===== config.mk =====
export PLATFORM = sky130hd
export DESIGN_NAME = alu_seq_exec_flat
export DESIGN_NICKNAME = d
export VERILOG_FILES = /design/src/rtl/alu_seq_exec_if.sv /design/src/rtl/alu_seq_exec.sv /design/src/flat_wrapper.sv
export SDC_FILE = /design/constraint.sdc
export NUM_CORES = 1
export LEC_CHECK = 0
export BUFFER_PORTS_ARGS = -buffer_cell sky130_fd_sc_hd__buf_2
export CORE_UTILIZATION = 60
export CTS_CLUSTER_SIZE = 30
export DETAILED_ROUTE_END_ITERATION = 8
export PLACE_DENSITY = 0.78
export SYNTH_ARGS = -nofsm -noshare
export SYNTH_HDL_FRONTEND = slang
export SYNTH_SLANG_ARGS = --single-unit

===== constraint.sdc =====
create_clock -name clk_i -period 4.3 [get_ports clk_i]
set_input_delay 0.86 -clock clk_i [delete_from_list [all_inputs] [get_ports clk_i]]
set_output_delay 0.86 -clock clk_i [all_outputs]
set_load 0.02 [all_outputs]

===== src/rtl/alu_seq_exec_if.sv =====
// Operand/result bundle between the issue logic and the execute-stage ALU.
// The master drives operands and control; the slave (ALU) returns busy/result.
interface alu_seq_exec_if #(
  parameter int WIDTH = 32
);
  logic             valid_i;
  logic [2:0]       ALUCtrl_i;
  logic [WIDTH-1:0] data1_i;
  logic [WIDTH-1:0] data2_i;
  logic             busy_o;
  logic             valid_o;
  logic [WIDTH-1:0] data_o;
  logic             zero_o;

  modport master (
    output valid_i, ALUCtrl_i, data1_i, data2_i,
    input  busy_o, valid_o, data_o, zero_o
  );

  modport slave (
    input  valid_i, ALUCtrl_i, data1_i, data2_i,
    output busy_o, valid_o, data_o, zero_o
  );
endinterface


===== src/rtl/alu_seq_exec.sv =====
// Execute-stage ALU: single-cycle logic/arith/SLT plus an iterative shift-add MUL.
// Define ALU_MUL_EARLY_TERM_EN to let MUL finish once the remaining multiplier is zero.
module alu_seq_exec #(
  parameter int WIDTH = 32,
  parameter int CNT_W = 6
) (
  input logic           clk_i,
  input logic           rst_i,
  alu_seq_exec_if.slave bus
);

  typedef enum logic {IDLE, MUL} state_t;

  localparam logic [2:0] OP_AND = 3'b000;
  localparam logic [2:0] OP_OR  = 3'b001;
  localparam logic [2:0] OP_ADD = 3'b010;
  localparam logic [2:0] OP_SUB = 3'b110;
  localparam logic [2:0] OP_SLT = 3'b111;
  localparam logic [2:0] OP_MUL = 3'b101;

  state_t           state_reg, state_next;
  logic [WIDTH-1:0] acc_reg, acc_next;
  logic [WIDTH-1:0] mcand_reg, mcand_next;
  logic [WIDTH-1:0] mplier_reg, mplier_next;
  logic [CNT_W-1:0] cnt_reg, cnt_next;
  logic [WIDTH-1:0] data_reg, data_next;
  logic             zero_reg, zero_next;
  logic             valid_reg, valid_next;

  logic [WIDTH-1:0] and_res, or_res, alu_res;
  logic [WIDTH-1:0] acc_step, mplier_shift;
  logic             mul_done;

  genvar gi;
  generate
    for (gi = 0; gi < WIDTH; gi++) begin : g_bitwise
      assign and_res[gi] = bus.data1_i[gi] & bus.data2_i[gi];
      assign or_res[gi]  = bus.data1_i[gi] | bus.data2_i[gi];
    end
  endgenerate

  always_comb begin
    alu_res = '0;
    case (bus.ALUCtrl_i)
      OP_AND:  alu_res = and_res;
      OP_OR:   alu_res = or_res;
      OP_ADD:  alu_res = bus.data1_i + bus.data2_i;
      OP_SUB:  alu_res = bus.data1_i - bus.data2_i;
      OP_SLT:  alu_res = {{(WIDTH-1){1'b0}}, ($signed(bus.data1_i) < $signed(bus.data2_i))};
      default: alu_res = '0;
    endcase
  end

  // One shift-add step; the same update is used for the completion edge.
  always_comb begin
    acc_step     = mplier_reg[0] ? (acc_reg + mcand_reg) : acc_reg;
    mplier_shift = mplier_reg >> 1;
`ifdef ALU_MUL_EARLY_TERM_EN
    mul_done     = (cnt_reg == CNT_W'(WIDTH-1)) || (mplier_shift == '0);
`else
    mul_done     = (cnt_reg == CNT_W'(WIDTH-1));
`endif
  end

  always_comb begin
    state_next  = state_reg;
    acc_next    = acc_reg;
    mcand_next  = mcand_reg;
    mplier_next = mplier_reg;
    cnt_next    = cnt_reg;
    data_next   = data_reg;
    zero_next   = zero_reg;
    valid_next  = 1'b0;
    case (state_reg)
      IDLE: begin
        if (bus.valid_i) begin
          if (bus.ALUCtrl_i == OP_MUL) begin
            acc_next    = '0;
            mcand_next  = bus.data1_i;
            mplier_next = bus.data2_i;
            cnt_next    = '0;
            state_next  = MUL;
          end else begin
            data_next  = alu_res;
            zero_next  = (alu_res == '0);
            valid_next = 1'b1;
          end
        end
      end
      MUL: begin
        acc_next    = acc_step;
        mcand_next  = mcand_reg << 1;
        mplier_next = mplier_shift;
        cnt_next    = cnt_reg + CNT_W'(1);
        if (mul_done) begin
          data_next  = acc_step;
          zero_next  = (acc_step == '0);
          valid_next = 1'b1;
          state_next = IDLE;
        end
      end
      default: state_next = IDLE;
    endcase
  end

  always_ff @(posedge clk_i) begin
    if (rst_i) begin
      state_reg  <= IDLE;
      acc_reg    <= '0;
      mcand_reg  <= '0;
      mplier_reg <= '0;
      cnt_reg    <= '0;
      data_reg   <= '0;
      zero_reg   <= 1'b0;
      valid_reg  <= 1'b0;
    end else begin
      state_reg  <= state_next;
      acc_reg    <= acc_next;
      mcand_reg  <= mcand_next;
      mplier_reg <= mplier_next;
      cnt_reg    <= cnt_next;
      data_reg   <= data_next;
      zero_reg   <= zero_next;
      valid_reg  <= valid_next;
    end
  end

  assign bus.busy_o  = (state_reg == MUL);
  assign bus.valid_o = valid_reg;
  assign bus.data_o  = data_reg;
  assign bus.zero_o  = zero_reg;

endmodule


===== src/flat_wrapper.sv =====
// flat-port wrapper written by rule: the top's interface ports become plain ports
module alu_seq_exec_flat 
#(
  parameter int WIDTH = 32,
  parameter int CNT_W = 6
)
  (clk_i, rst_i, bus_valid_i, bus_ALUCtrl_i, bus_data1_i, bus_data2_i, bus_busy_o, bus_valid_o, bus_data_o, bus_zero_o);
  alu_seq_exec_if #(.WIDTH(WIDTH)) bus_i ();
  input logic clk_i;
  input logic rst_i;
  input wire logic [$bits(bus_i.valid_i)-1:0] bus_valid_i;
  input wire logic [$bits(bus_i.ALUCtrl_i)-1:0] bus_ALUCtrl_i;
  input wire logic [$bits(bus_i.data1_i)-1:0] bus_data1_i;
  input wire logic [$bits(bus_i.data2_i)-1:0] bus_data2_i;
  output wire logic [$bits(bus_i.busy_o)-1:0] bus_busy_o;
  output wire logic [$bits(bus_i.valid_o)-1:0] bus_valid_o;
  output wire logic [$bits(bus_i.data_o)-1:0] bus_data_o;
  output wire logic [$bits(bus_i.zero_o)-1:0] bus_zero_o;
  assign bus_i.valid_i = bus_valid_i;
  assign bus_i.ALUCtrl_i = bus_ALUCtrl_i;
  assign bus_i.data1_i = bus_data1_i;
  assign bus_i.data2_i = bus_data2_i;
  assign bus_busy_o = bus_i.busy_o;
  assign bus_valid_o = bus_i.valid_o;
  assign bus_data_o = bus_i.data_o;
  assign bus_zero_o = bus_i.zero_o;
  alu_seq_exec #(.WIDTH(WIDTH), .CNT_W(CNT_W)) u_core (.clk_i(clk_i), .rst_i(rst_i), .bus(bus_i));
endmodule

# --- Word level (Yosys, flattened, before mapping) ---
# Index checks and enable logic that the tools add are counted.
op_classes:
  bitwise: 65
  muxes: 30
  order_cmp: 1
  addsub: 4
  eq_ne: 10
  reduce_logical: 5
ops:
  columns: ["op", "count"]
  rows:
  - ["2-to-1 mux 32 bit", 10]
  - ["case mux 32 bit (2 select lines)", 4]
  - ["case mux 32 bit (5 select lines)", 1]
  - ["adder 32 bit", 2]
  - ["zero test 32 bit", 2]
  - ["bitwise AND 1 bit", 32]
  - ["less-than comparator 32 bit", 1]
  - ["OR 1 bit", 32]
  - ["subtractor 32 bit", 1]
  - ["2-to-1 mux 6 bit", 2]
  - ["case mux 6 bit (2 select lines)", 1]
  - ["equality test 3 bit, second input constant", 3]
  - ["2-to-1 mux 1 bit", 9]
  - ["adder 6 x 1 -> 6 bit, second input constant", 1]
  - ["equality test 6 x 5 -> 1 bit, second input constant", 1]
  - ["inequality test 2 bit, second input constant", 3]
  - ["case mux 1 bit (2 select lines)", 3]
  - ["equality test 3 x 1 -> 1 bit, second input constant", 1]
  - ["equality test 3 x 2 -> 1 bit, second input constant", 1]
  - ["zero test 3 bit", 1]
  - ["AND reduction 3 bit", 1]
  - ["inequality test 2 x 1 -> 1 bit, second input constant", 1]
  - ["AND reduction 2 bit", 1]
  - ["NOT 1 bit", 1]
word_totals:
  word_cells: 123
  out_inout_bits: 35
  inputBits: 70
  ff_bits: 137

# --- Longest topological paths before layout ---
logic_depth:
  ltp_word: 6
  ltp_mapped: 15
  depth_no_buf: 15

# --- Worst setup path before layout ---
# Ideal clock, no wire load.
synth_timing:
  path_kind: "input-to-reg"
  from: "input port bus_data1_i[0]"
  to: "register u_core.zero_reg, in the netlist u_core.bus.zero_o"
  setup_time_ns: 0.062
  arrival_time_ns: 3.845
  slack_ns: 0.393
  n_path_buf: 0
  stages: 15
  required_ns: 4.238
  cell_sequence: "inv_1 > ha_1 > fa_1 > o21ba_1 > nor4_2 > nor4_1 > or4b_1 > nor3_1 > o32ai_1 > a211o_1 > nor4_1 > nand4_1 > nor4_1 > nand4_1 > nand3_1"
synth_between:
  elab_chain_cells: 6
  word_cells_on_any_way: 10
  cone_classes: "2 x add/sub; 1 x order compare; 4 x mux; 2 x bitwise; 1 x reduce/logical"
synth_rtl:
  columns: ["element", "line", "rtl"]
  rows:
  - ["start, declared", "flat_wrapper.sv:13", "input wire logic [$bits(bus_i.data1_i)-1:0] bus_data1_i;"]
  - ["subtractor 32 bit, or another cell as far along", "alu_seq_exec.sv:48", "OP_SUB: alu_res = bus.data1_i - bus.data2_i;"]
  - ["case mux 32 bit (5 select lines) (*)", "alu_seq_exec.sv:44", "case (bus.ALUCtrl_i)"]
  - ["zero test 32 bit (*)", "alu_seq_exec.sv:85", "zero_next = (alu_res == '0);"]
  - ["2-to-1 mux 1 bit (*)", "alu_seq_exec.sv:77", "if (bus.ALUCtrl_i == OP_MUL) begin"]
  - ["2-to-1 mux 1 bit (*)", "alu_seq_exec.sv:76", "if (bus.valid_i) begin"]
  - ["case mux 1 bit (2 select lines) (*)", "alu_seq_exec.sv:74", "case (state_reg)"]
  - ["end signal, assigned", "alu_seq_exec.sv:123", "zero_reg <= zero_next;"]
  - ["end, declared", "alu_seq_exec.sv:27", "logic zero_reg, zero_next;"]
# Every way passes the cells marked *; elsewhere a longest branch is shown, timed or not. The select of a mux whose other input is x is not followed.
# A chain may end at the register's enable or synchronous reset.

# --- Worst setup path in the final report ---
# Ends and elaborated chain as after synthesis.

==> reports/results.tsv <==
stage	metric	value	unit
job	max_cap_viol_count	0	
timing	setup_ws	0.131	ns
cells_and_area	fin_cells	2308	
routing	dr.pass1.iters	6	
synth	syn_nets	2110	
timing	whs	0.462	ns
placed_design	io_buffer_count	104	
cells_and_area	final_common_cell	a21oi_1	
routing	wl_per_cell	20.7	um
routing	vias	14839	
synth	synthCells	1906	
worst_setup_path	slowest_stage	or4b_1	
cells_and_area	multi_input_area	0.00951	sq mm
global_route	antenna_found_initial	0	
worst_setup_path	crit_fanout	2	
timing	finClkSkew	0.0109	ns
timing	tns	0	ns
placed_design	place_ws	-0.260	ns
routing	ant_nets	0	
cells_and_area	area_growth	14.6	%
synth	synth-seq-cells	137	
synth	synth_edf_count	0	
status	status	completed	
synth	ys_seq_area_share	20.8	%
floorplan	initial_utilization	61.8	%
timing	min_period	4.17	ns
cts	clk_path_buf_depth	2	
cts	clkLatencyLatePin	0.44	ns
cts	clock-root-buffer	clkbuf_16	
floorplan	rows	53	
global_route	grt_usage	42.5	%
floorplan	dieArea	0.0225	sq mm
synth	avgSynthCellArea	6.90	sq um
floorplan	io_pins	105	
worst_setup_path	cp.required	4.66	ns
timing	relSlewSlack	31.1	%
placed_design	place_area	0.0144	sq mm
cts	cts_tree	built	
routing	routed_via_density	6.43	
cells_and_area	final_nets	2224	
timing	finalSetupViolations	0	
synth	async_flop_share	0	%
timing	min_period_over_period	97.0	%
power_and_ir_drop	p_per_area	276	mW/mm^2
worst_setup_path	crit_type	in -> reg	
routing	drt-initial-drc-count	1325	
placed_design	dp_cells	2276	
timing	hold_violations	0	
cells_and_area	regArea	0.00275	sq mm
synth	yosysWarningCount	0	
routing	drc	0	
routing	drt-total-wl	47.7	mm
power_and_ir_drop	ir_drop	0.245	mV
power_and_ir_drop	p_leak	6.88	nW
worst_hold_path	hp-class	reg -> reg	
synth	ys_types	89	
cts	cts_inserted_buffers	17	
cells_and_area	drive_gt1_share	14.5	%
synth	ys.flop_type	dfxtp_1	
floorplan	coreArea	0.0213	sq mm
worst_setup_path	path_cells	buf_2, inv_1, ha_1, fa_1, o21ba_1, nor4_2, nor4_1, or4b_1, nor3_1, o32ai_1, a211o_1, nor4_1, buf_4, nand4_1, nor4_2, nand4_1, nand3_1	
timing	drv_slew	0	
cts	cts.clk_slew.worst_paths	0.07	ns
cells_and_area	filler_cell_count	1783	
cts	cts_max_level	4	
floorplan	chipHeight	150	um
worst_setup_path	startpoint_type	input port	
global_route	grt_pass1_wl	73.9	mm
worst_setup_path	critPathMaxStageDelay	0.56	ns
global_route	first_global_vias	13809	
cells_and_area	final_cell_mix	a21oi_1, nor2_1, nand2_1, dfxtp_1, ha_1	
cts	ctsHoldBuffers	0	
global_route	overflow	0	
cells_and_area	final_area	0.0151	sq mm
floorplan	die_w	150	um
placed_design	dp_hpwl	35.5	mm
timing	worst_pin_slew	1.03	ns
placed_design	gp_congestion	1.03	
cells_and_area	diodes	0	
global_route	grt_max_degree	109	
synth	synth_area	0.0132	sq mm
worst_setup_path	arrival	4.53	ns
cts	clock_sinks	137	
timing	max_freq	0.240	GHz
worst_setup_path	endpoint_kind	flop	
## through the flow
| step | total power, W | utilization [%] |
|---|---|---|
| floorplan | 0.00208 | - |
| global placement | 0.00250 | 67.7 |
| detailed placement | 0.00251 | 67.7 |
| CTS | 0.00412 | 70.7 |
| global route | 0.00430 | 70.8 |
| finish | 0.00416 | 70.8 |
## timing repair
action	in CTS	in global routing
setup endpoints to repair	0	2
gates resized for setup	0	7
setup buffers	0	0
## critical path, delay by kind of cell
family / cells / cell delay (ns)
and+or+nand+nor: 9 / 2.03
buffers and inverters: 3 / 0.33
AOI/OAI and AO/OA: 3 / 0.64
adders and majority gates: 2 / 0.67
## power by group
part / switching [W] / total [W] / internal [W] / leakage (nW)
Combinational: 0.000754 / 0.00119 / 0.000440 / 5.46
Sequential: 0.0000316 / 0.00133 / 0.00130 / 1.11
Clock: 0.000689 / 0.00163 / 0.000940 / 0.303
## layout make-up
cell class / count / share of cell area [%]
inverters: 130 / 3.24
well taps: 275 / 2.28
clock buffers: 17 / 2.82
clock inverters: 15 / 1.34
multi-input cells: 1521 / 63.1
flip-flops and latches: 137 / 18.2
repair buffers: 213 / 8.98
## final timing paths
check / cells after the start / slack, ns / start / to
worst min register to register: 2 / 0.46 / u_core.bus.data_o[10]$_SDFFE_PP0P_ / u_core.bus.data_o[10]$_SDFFE_PP0P_
worst max register to register: 13 / 0.18 / u_core.mcand_reg[0]$_SDFFE_PP0P_ / u_core.bus.zero_o$_SDFFE_PP0P_
worst min-delay path: 2 / 0.46 / u_core.bus.data_o[10]$_SDFFE_PP0P_ / u_core.bus.data_o[10]$_SDFFE_PP0P_
worst max-delay path: 17 / 0.13 / bus_data1_i[0] / u_core.bus.zero_o$_SDFFE_PP0P_
## cell usage after synthesis, types with 14 or more instances
library cell  instances  area [sq um]
xor2_1               18           158
nand4_1              22           138
clkbuf_1             89           334
a21oi_1             305          1530
nor2_1              290          1090
nand3_1              60           300
nand2b_1             23           144
mux2i_1              40           400
a211oi_1             27           203
a21o_1               24           180
xnor2_1              29           254
buf_1                21          78.8
ha_1                131          1640
o211ai_1             20           150
o21ai_0              73           365
nor4_1               14          87.6
nand2_1             150           563
o31ai_1              15           113
inv_1               126           473
nor3_1               35           175
o21ai_1              18          90.1
dfxtp_1             137          2740
a31oi_1              15          93.8
## per-layer routing
layer | global-route usage (%) | up-vias | part of all wire (%)
met5 | 0 | - | 0
met4 | 28.4 | 0 | 6.8
met3 | 7.16 | 187 | 8.5
met2 | 69.2 | 772 | 45
met1 | 51.4 | 6890 | 40
li1 | - | 6990 | -
## cell families (layout without fill, tap and decap cells)
family,Yosys count,after routing,share of synthesized area [%]
AOI/OAI and AO/OA,634,634,29.6
xor gates and xnor gates,47,47,3.13
adders and majority gates,134,134,12.9
buffers and inverters,248,375,7.20
DFF,137,137,20.8
muxes,53,53,4.18
and+or+nand+nor,653,653,22.1
Note: power is estimated with default switching activity, not from simulation.
